### src/rtl/rst_seq_pkg.sv
// Shared types and constants for the staged reset sequencer.
package rst_seq_pkg;

    typedef enum logic [1:0] {
        WAIT_LOCK = 2'd0,
        HOLD      = 2'd1,
        RELEASE   = 2'd2,
        RUN       = 2'd3
    } state_t;

    localparam int LOST_W = 8;

    // Lock-loss counter sticks at all-ones instead of wrapping.
    function automatic logic [LOST_W-1:0] sat_inc(input logic [LOST_W-1:0] v);
        return (&v) ? v : v + 1'b1;
    endfunction

endpackage

### src/rtl/sync_bit.sv
// Single-bit multi-flop synchroniser with synchronous clear.
module sync_bit #(
    parameter int STAGES = 2
) (
    input  logic clk,
    input  logic srst,
    input  logic d,
    output logic q
);

    logic [STAGES-1:0] chain_reg;

    always_ff @(posedge clk) begin
        if (srst) begin
            chain_reg <= '0;
        end else begin
            chain_reg <= {chain_reg[STAGES-2:0], d};
        end
    end

    assign q = chain_reg[STAGES-1];

endmodule

### src/rtl/rst_seq.sv
// Reset sequencer: waits for synchronised PLL lock, holds, then releases
// N_OUT reset domains in index order; restarts on lock loss or soft request.
module rst_seq
    import rst_seq_pkg::*;
#(
    parameter int N_OUT       = 3,
    parameter int HOLD_CYCLES = 16,
    parameter int STAGE_GAP   = 8,
    parameter int SYNC_STAGES = 2
) (
    input  logic              clk,
    input  logic              rst,
    input  logic              pll_lock,
    input  logic              soft_rst_req,
    output logic [N_OUT-1:0]  rst_out,
    output logic              ready,
    output logic [LOST_W-1:0] lost_cnt
);

    localparam int CNT_MAX = (HOLD_CYCLES > STAGE_GAP) ? HOLD_CYCLES : STAGE_GAP;
    localparam int CNT_W   = $clog2(CNT_MAX);
    localparam int STG_W   = (N_OUT > 1) ? $clog2(N_OUT) : 1;

    localparam logic [CNT_W-1:0] HOLD_LAST = CNT_W'(HOLD_CYCLES - 1);
    localparam logic [CNT_W-1:0] GAP_LAST  = CNT_W'(STAGE_GAP - 1);
    localparam logic [STG_W-1:0] STG_LAST  = STG_W'(N_OUT - 1);
    localparam logic [N_OUT-1:0] STG_ONE   = N_OUT'(1);

    logic              lock_s;
    state_t            state_reg;
    logic [CNT_W-1:0]  cnt_reg;
    logic [STG_W-1:0]  stg_reg;
    logic [N_OUT-1:0]  rst_out_reg;
    logic              ready_reg;
    logic [LOST_W-1:0] lost_reg;

    sync_bit #(
        .STAGES (SYNC_STAGES)
    ) u_lock_sync (
        .clk  (clk),
        .srst (rst),
        .d    (pll_lock),
        .q    (lock_s)
    );

    // Counters only ever compare for equality with their terminal value and
    // are cleared on every state change, so they never need to wrap.
    always_ff @(posedge clk) begin
        if (rst) begin
            state_reg   <= WAIT_LOCK;
            cnt_reg     <= '0;
            stg_reg     <= '0;
            rst_out_reg <= '1;
            ready_reg   <= 1'b0;
            lost_reg    <= '0;
        end else if (!lock_s && state_reg != WAIT_LOCK) begin
            state_reg   <= WAIT_LOCK;
            cnt_reg     <= '0;
            stg_reg     <= '0;
            rst_out_reg <= '1;
            ready_reg   <= 1'b0;
            lost_reg    <= sat_inc(lost_reg);
        end else if (soft_rst_req && (state_reg == RELEASE || state_reg == RUN)) begin
            state_reg   <= HOLD;
            cnt_reg     <= '0;
            stg_reg     <= '0;
            rst_out_reg <= '1;
            ready_reg   <= 1'b0;
        end else begin
            case (state_reg)
                WAIT_LOCK: begin
                    if (lock_s) begin
                        state_reg <= HOLD;
                        cnt_reg   <= '0;
                    end
                end
                HOLD: begin
                    if (cnt_reg == HOLD_LAST) begin
                        cnt_reg        <= '0;
                        rst_out_reg[0] <= 1'b0;
                        if (N_OUT == 1) begin
                            state_reg <= RUN;
                            ready_reg <= 1'b1;
                        end else begin
                            state_reg <= RELEASE;
                            stg_reg   <= STG_W'(1);
                        end
                    end else begin
                        cnt_reg <= cnt_reg + 1'b1;
                    end
                end
                RELEASE: begin
                    if (cnt_reg == GAP_LAST) begin
                        cnt_reg     <= '0;
                        rst_out_reg <= rst_out_reg & ~(STG_ONE << stg_reg);
                        if (stg_reg == STG_LAST) begin
                            state_reg <= RUN;
                            ready_reg <= 1'b1;
                        end else begin
                            stg_reg <= stg_reg + 1'b1;
                        end
                    end else begin
                        cnt_reg <= cnt_reg + 1'b1;
                    end
                end
                RUN: begin
                end
                default: begin
                    state_reg <= WAIT_LOCK;
                end
            endcase
        end
    end

    assign rst_out  = rst_out_reg;
    assign ready    = ready_reg;
    assign lost_cnt = lost_reg;

endmodule
### config.mk
export PLATFORM = sky130hd
export DESIGN_NAME = rst_seq
export DESIGN_NICKNAME = d
export VERILOG_FILES = /design/src/rtl/rst_seq_pkg.sv /design/src/rtl/sync_bit.sv /design/src/rtl/rst_seq.sv
export SDC_FILE = /design/constraint.sdc
export NUM_CORES = 1
export LEC_CHECK = 0
export BUFFER_PORTS_ARGS = -buffer_cell sky130_fd_sc_hd__buf_2
export CELL_PAD_IN_SITES_DETAIL_PLACEMENT = 0
export CELL_PAD_IN_SITES_GLOBAL_PLACEMENT = 2
export CORE_ASPECT_RATIO = 0.8
export CORE_MARGIN = 5
export CORE_UTILIZATION = 34
export CTS_CLUSTER_DIAMETER = 120
export DETAILED_ROUTE_END_ITERATION = 8
export GPL_ROUTABILITY_DRIVEN = 0
export PLACE_DENSITY = 0.76
export SYNTH_ARGS = -nofsm -noshare
export SYNTH_HDL_FRONTEND = slang
export SYNTH_SLANG_ARGS = --single-unit
### constraint.sdc
create_clock -name clk -period 2.3 [get_ports clk]
set_input_delay 0.23 -clock clk [delete_from_list [all_inputs] [get_ports clk]]
set_output_delay 0.23 -clock clk [all_outputs]
set_load 0.02 [all_outputs]
* After elaboration in Yosys (flattened, before gate mapping)
Index checks and enable logic that the tools add are counted.
** Storage, ports and cells
- Flip-flop bits (word level) :: 22
- Bits of input ports :: 4
- Output and inout bits :: 12
- Logic and storage cells :: 68
** Cells by class
- $add $sub $neg :: 3
- Equality and inequality tests :: 15
- Shift operators :: 1
- Mux-type cells :: 17
- Bitwise logic cells :: 3
- Reduce and logical (&&, ||, !) cells :: 20
** Operator list (count)
- 2-bit two-way mux :: 7
- 4-bit two-way mux :: 3
- 4-bit case mux with 3 select lines :: 1
- 5-bit AND reduction :: 2
- 8-bit by 1-bit adder with 8-bit output, second input constant :: 1
- 8-bit AND reduction :: 1
- 2-bit == test, second input constant :: 3
- 2-bit by 1-bit != test with 1-bit output, second input constant :: 3
- 3-bit by 1-bit != test with 1-bit output, second input constant :: 2
- 2-bit case mux with 3 select lines :: 1
- 2-bit AND reduction :: 3
- 3-bit AND reduction :: 2
- 4-bit by 1-bit adder with 4-bit output, second input constant :: 1
- 4-bit by 3-bit == test with 1-bit output, second input constant :: 1
- 4-bit == test, second input constant :: 1
- 2-bit != test, second input constant :: 2
- 2-bit case mux with 2 select lines :: 1
- 4-bit AND reduction :: 1
- 2-bit nonzero test :: 2
- 4-bit nonzero test :: 1
- 3-bit AND :: 1
- 1-bit two-way mux :: 3
- 3-bit by 2-bit != test with 1-bit output, second input constant :: 1
- 3-bit != test, second input constant :: 1
- 13 further kinds :: 14

* Longest topological paths before layout
Gate-level depths: netlist of the first run.
- Depth after elaboration :: 5
- Depth in mapped cells :: 7
- Depth with buffers taken out :: 6

* Hierarchy
From an unflattened synthesis of the first run, not the netlist that was laid out.
** Unflattened totals
- Cells, all modules :: 137
- Area total of the unflattened synthesis :: 1243.7 sq um
** By module, submodules not included
- rst_seq :: times used 1, cells an instance 133, area an instance 1191.1 sq um, seq. area each 400.4 sq um
- sync_bit :: times used 1, cells an instance 4, area an instance 52.6 sq um, seq. area each 40.0 sq um

* Worst setup path after synthesis of the first run
No wires, ideal clock.
- Path type :: register to register
- From :: register state_reg[0]
- To :: register cnt_reg[3]
- Library setup time :: 0.074 ns
- Data arrival time :: 1.721 ns
- Path slack :: 0.505 ns
- Stages on the path, launching flop included :: 8
- Path buffers :: 1
- Period minus slack after synthesis :: 1.795 ns
- Path through :: dfxtp_1 -> inv_1 -> ha_1 -> nor2b_4 -> or2_0 -> clkbuf_2 -> or4_1 -> a31oi_1
** On the way
- Longest elaborated chain between the ends :: 4
- Elaborated cells between the ends (all ways) :: 13
- Classes of those cells :: 4 x eq/ne; 1 x mux; 8 x reduce/logical
** Ends and longest elaborated chain
- start: declaration :: RTL line rst_seq.sv:30 : state_t state_reg;
- start signal: assignment :: RTL line rst_seq.sv:50 : state_reg <= WAIT_LOCK;
- start signal: assignment :: RTL line rst_seq.sv:57 : state_reg <= WAIT_LOCK;
- start signal: assignment :: RTL line rst_seq.sv:64 : state_reg <= HOLD;
- 2-bit == test, on equally long branches :: RTL line rst_seq.sv:63, rst_seq.sv:70
- 1-bit logical OR :: RTL line rst_seq.sv:63 : end else if (soft_rst_req && (state_reg == RELEASE || state_reg == RUN)) begin
- 1-bit logical AND :: RTL line rst_seq.sv:63
- 3-bit OR reduction (no line)
- end signal: assignment :: RTL line rst_seq.sv:89 : cnt_reg <= cnt_reg + 1'b1;
- end signal: assignment :: RTL line rst_seq.sv:103 : cnt_reg <= cnt_reg + 1'b1;
- end: declaration :: RTL line rst_seq.sv:31 : logic [CNT_W-1:0] cnt_reg;
Several ways; a longest one is shown, not always the timed one.
A chain may end at the register's enable or synchronous reset.

* Final worst setup path of the first run
- From :: register state_reg[0]
- To :: register lost_reg[4] (netlist: lost_cnt[4])
** On the way
- Longest elaborated chain between the ends :: 3
** Ends and longest elaborated chain
- 2-bit nonzero test :: RTL line rst_seq.sv:56 : end else if (!lock_s && state_reg != WAIT_LOCK) begin
- 1-bit logical AND :: RTL line rst_seq.sv:56
- 2-bit AND reduction (no line)
- end signal: assignment :: RTL line rst_seq.sv:62 : lost_reg <= sat_inc(lost_reg);
- end: declaration :: RTL line rst_seq.sv:35 : logic [LOST_W-1:0] lost_reg;
Every way passes these cells.

==> qor.json, run 1 <==
{
  "outcome": {
    "run_status": "finished, final reports clean"
  },
  "critical_path": {
    "endpoint": "lost_cnt[4]",
    "critical_path_peak_fanout": 8,
    "worstPathArrival_ns": 2.15,
    "ff2ff_setup_slack_ns": 0.34,
    "master_of_the_slowest_instance_on_the_critical_path": "nor2_1",
    "critPathLaunchType": "flip-flop",
    "cp_num_cells": 6,
    "category_of_the_most_critical_setup_path": "reg -> reg",
    "rr_worst_depth": 6,
    "cp_cell_sequence": "inv_1 -> ha_1 -> nor2_1 -> o31ai_2 -> or3_1 -> a21oi_1",
    "delay_of_the_slowest_critical_path_stage_ns": 0.44,
    "rr_startpoint": "state_reg[0]",
    "critical_path.endpoint_type": "flip-flop",
    "worst-endpoint-required_ns": 2.49,
    "crit_buf_inv": 1,
    "worst_setup_path_startpoint": "state_reg[0]",
    "crit_family": "simple AND/OR/NAND/NOR gates",
    "rr_endpoint": "lost_cnt[4]"
  },
  "clock_tree": {
    "clock-root-buffer": "clkbuf_8",
    "cts_setup_buffers": 0,
    "cts.clk_slew.worst_paths_ns": 0.08,
    "cts_tree": "yes",
    "post_cts.resized_instances": 0,
    "clock_latency_ns": 0.26,
    "cts_sinks": 22,
    "htree_levels": 1,
    "cts_hold_buffers": 0,
    "clock_path_buffers": 2,
    "cts_buffers": 3
  },
  "floorplan": {
    "floorplan.rows": 19,
    "die-height_um": 63.4,
    "initial_core_util_pct": 35.4,
    "fp.dieArea_mm2": 0.00486,
    "core_area_mm2": 0.00342,
    "fp.dieW_um": 76.7,
    "io-pin-count": 16
  },
  "detailed_routing": {
    "route.detailed.drc": 0,
    "drt.antenna.violating_nets": 0,
    "total_number_of_vias": 1026,
    "routed_wire_length_per_instance_um": 13.3,
    "totalWireLength_um": 2570,
    "drt-initial-drc-count": 46,
    "post_drt_via_cell_ratio": 5.32,
    "dr.pass1.iters": 4
  },
  "timing": {
    "worstMarginPinSlew_ns": 0.534,
    "setup_violations": 0,
    "slew_violations": 0,
    "fin_crit_sh_pct": 85.1,
    "setup_total_negative_slack_ns": 0,
    "grt_setup_unrepaired": "no",
    "hold_viol_final": 0,
    "setup_clock_skew_after_layout_ns": 0.00542,
    "maximum_clock_frequency_mhz": 511,
    "post-route-min-period_ns": 1.96,
    "max-slew-margin-rel_pct": 64.3,
    "finalHoldWorstSlack_ns": 0.189
  },
  "synth": {
    "yosysSeqAreaShare_pct": 36.4,
    "synth.most_common_cell": "dfxtp_1",
    "mappedNetlistArea_mm2": 0.00121,
    "synthesis_stage_register_bit_count": 22,
    "synth_largest_area_cell": "dfxtp_1",
    "synth.top_cells.by_area": "dfxtp_1 36%, ha_1 10%, nor2_1 4.0%",
    "synth_top_flop_cell": "dfxtp_1",
    "ys_types": 48,
    "fraction_of_post_synthesis_cell_area_in_the_top_cell_type_by_area_pct": 36.4,
    "yosys_warns": 0,
    "yosys-top-cells-count": "22 x dfxtp_1, 13 x nor2_1, 10 x ha_1, 9 x a21oi_1, 8 x nand2_1",
    "synth-async-reset-ratio_pct": 0,
    "synth-edff-count": 0,
    "synth_nets": 151,
    "average_cell_area_after_synthesis_um2": 8.84,
    "post_synthesis_cells": 137
  },
  "finish": {
    "numnets_final": 166,
    "largest_register_ff_count": 8,
    "multi_input_comb_area_um2": 714,
    "final.fill_count": 371,
    "drive_above_1_share_pct": 17.9,
    "insertedDiodeCount": 0,
    "synthesis_to_finish_area_growth_pct": 13.2,
    "regArea_um2": 440,
    "design_area_mm2": 0.00137
  },
  "power": {
    "irDropWorstVdd_mv": 0.265,
    "cellPowerDensity_mw_per_mm2": 718,
    "leakagePower_uw": 0.000527
  },
  "placement": {
    "hpwlAfterDp_um": 1950,
    "dpl-instance-area_mm2": 0.00132,
    "io_buffer_count": 15
  },
  "global_route": {
    "grt_first_pass_wirelength_um": 4720,
    "first_global_vias": 1007,
    "grt.overflow.total": 0,
    "grt_start_max_net_pins": 13,
    "track_usage_pct": 11.6,
    "grt_antenna_before_repair": 0
  },
  "hold_path": {
    "min-delay-path-class": "in -> reg"
  },
  "job": {
    "cap_viol_max_count": 0
  }
}
[cell type report]
cell class                 count  area share (%)
timing repair buffer          16            6.02
multi-input combinational    102            52.1
inverter                       7            1.92
clock buffer                   4            4.01
tap                           42            3.83
sequential                    22            32.1
[stage by stage]
| step | util (%) | power (uW) | worst slack (ns) | instances |
|---|---|---|---|---|
| after CTS | 40.1 | 1010 | 0.334 | 193 |
| final | 40.1 | 985 | 0.342 | 193 |
| after global routing | 40.1 | 1070 | 0.107 | 193 |
| after global placement | 38.5 | 719 | 0.418 | 189 |
| after detailed placement | 38.5 | 720 | 0.359 | 189 |
| after floorplan | - | 658 | 0.505 | 137 |
[report_power, final]
part	switching (uW)	internal, uW
combinational	185	109
clock	122	152
sequential	17.3	399
[per-layer routing]
layer / wire [um] / vias to the layer above / global-route usage [%]
met5: 0 / - / 0
met4: 18 / 0 / 2.62
met3: 77 / 2 / 3.70
met2: 1180 / 11 / 17.7
met1: 1300 / 485 / 15.8
li1: - / 528 / -
[worst min path at each step]
stage | from | cells past startpoint | endpoint
2_1_floorplan | rst | 1 | state_reg[0]
6_report | pll_lock | 2 | u_lock_sync.chain_reg[0]
4_1_cts | pll_lock | 2 | u_lock_sync.chain_reg[0]
3_3_place_gp | u_lock_sync.chain_reg[0] | 1 | u_lock_sync.chain_reg[1]
3_5_place_dp | rst_out[0] | 1 | rst_out[0]
5_1_grt | pll_lock | 2 | u_lock_sync.chain_reg[0]
[cells in the final DEF (no fill, tap or decap), types with 2 or more instances in the layout]
cell type / instances
nand3_1: 7
dfxtp_1: 22
mux2i_1: 2
and3_1: 2
o221ai_1: 2
a21oi_1: 9
a21o_1: 3
xor2_1: 2
nand2_1: 8
inv_1: 7
nor2b_1: 3
ha_1: 10
clkbuf_8: 4
o21ai_0: 6
buf_2: 15
nor3_1: 2
a31oi_1: 2
nand4_1: 3
or3_1: 2
nor2_1: 13
[cell families (layout without fill, tap and decap cells)]
group	after synthesis	count (layout)	share of synthesized area [%]
fa+ha+maj	10	10	10.3
flops	22	22	36.4
simple gates	52	52	23.7
xor+xnor	2	2	1.45
mux	3	3	2.89
compound gates	35	35	20.7
buf+inv	13	27	4.65
Power figures use the tool's default switching activity.
==> run 2: changes to the inputs <==
--- a/config.mk
+++ b/config.mk
@@ -9,7 +9,7 @@
 export CELL_PAD_IN_SITES_DETAIL_PLACEMENT = 0
 export CELL_PAD_IN_SITES_GLOBAL_PLACEMENT = 2
 export CORE_ASPECT_RATIO = 0.8
-export CORE_MARGIN = 5
+export CORE_MARGIN = 2
 export CORE_UTILIZATION = 34
 export CTS_CLUSTER_DIAMETER = 120
 export DETAILED_ROUTE_END_ITERATION = 8
==> qor.json, run 2 (synthesis gave the netlist of run 1 again) <==
{
  "clock_tree": {
    "post_cts.resized_instances": 0,
    "cts.clk_slew.worst_paths_ns": 0.09,
    "cts_buffers": 3,
    "htree_levels": 1,
    "clock_latency_ns": 0.26,
    "cts_sinks": 22,
    "cts_tree": "yes",
    "clock-root-buffer": "clkbuf_8",
    "cts_hold_buffers": 0,
    "clock_path_buffers": 2,
    "cts_setup_buffers": 0
  },
  "floorplan": {
    "core_area_mm2": 0.00342,
    "die-height_um": 57.4,
    "io-pin-count": 16,
    "floorplan.rows": 19,
    "fp.dieW_um": 70.7,
    "initial_core_util_pct": 35.4,
    "fp.dieArea_mm2": 0.00406
  },
  "timing": {
    "setup_clock_skew_after_layout_ns": 0.00467,
    "post-route-min-period_ns": 1.93,
    "hold_viol_final": 0,
    "setup_violations": 0,
    "finalHoldWorstSlack_ns": 0.169,
    "grt_setup_unrepaired": "no",
    "fin_crit_sh_pct": 83.7,
    "maximum_clock_frequency_mhz": 519,
    "slew_violations": 0,
    "max-slew-margin-rel_pct": 66.1,
    "setup_total_negative_slack_ns": 0,
    "worstMarginPinSlew_ns": 0.505
  },
  "hold_path": {
    "min-delay-path-class": "in -> reg"
  },
  "global_route": {
    "grt_start_max_net_pins": 14,
    "grt_first_pass_wirelength_um": 4300,
    "track_usage_pct": 13.0,
    "grt.overflow.total": 0,
    "grt_antenna_before_repair": 0,
    "first_global_vias": 966
  },
  "finish": {
    "synthesis_to_finish_area_growth_pct": 15.8,
    "regArea_um2": 440,
    "largest_register_ff_count": 8,
    "final.fill_count": 367,
    "insertedDiodeCount": 0,
    "final_common_cell": "dfxtp_1",
    "drive_above_1_share_pct": 19.0,
    "design_area_mm2": 0.00140,
    "multi_input_comb_area_um2": 714,
    "numnets_final": 168,
    "commonest_non_fill_non_tap_cells_in_the_layout": "22 x dfxtp_1, 15 x buf_2, 13 x nor2_1"
  },
  "critical_path": {
    "ff2ff_setup_slack_ns": 0.37,
    "critical_path.endpoint_type": "flip-flop",
    "worst-endpoint-required_ns": 2.45,
    "critPathLaunchType": "flip-flop",
    "category_of_the_most_critical_setup_path": "reg -> reg",
    "critical_path_peak_fanout": 12,
    "worstPathArrival_ns": 2.07
  },
  "placement": {
    "io_buffer_count": 15,
    "dpl-instance-area_mm2": 0.00133,
    "hpwlAfterDp_um": 1820
  },
  "job": {
    "cap_viol_max_count": 0
  },
  "detailed_routing": {
    "totalWireLength_um": 2460,
    "drt.antenna.violating_nets": 0,
    "routed_wire_length_per_instance_um": 12.6,
    "drt-initial-drc-count": 54,
    "total_number_of_vias": 1037,
    "dr.pass1.iters": 4,
    "route.detailed.drc": 0,
    "post_drt_via_cell_ratio": 5.32
  },
  "power": {
    "leakagePower_uw": 0.000544,
    "irDropWorstVdd_mv": 0.467,
    "cellPowerDensity_mw_per_mm2": 782,
    "report.power.total_uw": 1100
  },
  "outcome": {
    "run_status": "finished, final reports clean"
  }
}
-- run 2: cell types whose count changed in the layout (fill, tap and decap cells not counted) --
cell | before | now
buf_4 | 1 | 3
bufinv_16 | 0 | 1
clkbuf_8 | 4 | 3
-- run 2: worst paths after layout --
path         depth (start not counted)                       end         start
max                                  6                stg_reg[1]  state_reg[0]
min                                  2  u_lock_sync.chain_reg[0]      pll_lock
max reg2reg                          6                stg_reg[1]  state_reg[0]
min reg2reg                          2                     ready         ready
-- run 2: critical path: stages (launching register included) --
cell and delay, ns:
dfxtp_1 0.35, inv_1 0.10, ha_1 0.38, or3b_1 0.43, a221oi_2 0.29, a2bb2oi_1 0.20, nor2_1 0.06
-- run 2: layer usage --
metal	up-vias	wire length [um]	track usage [%]
met1	481	1300	18.0
met2	18	1020	20.3
met4	0	16	2.43
met5	-	0	0
li1	536	-	-
met3	2	122	4.06
-- run 2: cell type report --
class	instances	area share [%]
Clock inverter	1	2.14
Clock buffer	3	2.94
Sequential cell	22	31.4
Tap cell	42	3.75
Inverter	7	1.87
Timing Repair Buffer	18	6.96
Multi-Input combinational cell	102	50.9
-- run 2: metrics by stage --
| step | instances | worst slack [ns] | util, % |
|---|---|---|---|
| floorplan | 137 | 0.505 | - |
| global placement | 191 | 0.444 | 38.9 |
| detailed placement | 191 | 0.372 | 38.9 |
| CTS | 195 | 0.360 | 41.0 |
| global route | 195 | 0.213 | 41.0 |
| finish | 195 | 0.374 | 41.0 |
-- run 2: power breakdown --
part	leakage (uW)	total (uW)	internal [uW]	switching [uW]
sequential	0.000178	416	399	17.0
combinational	0.000330	317	127	189
clock	0.0000357	365	232	132
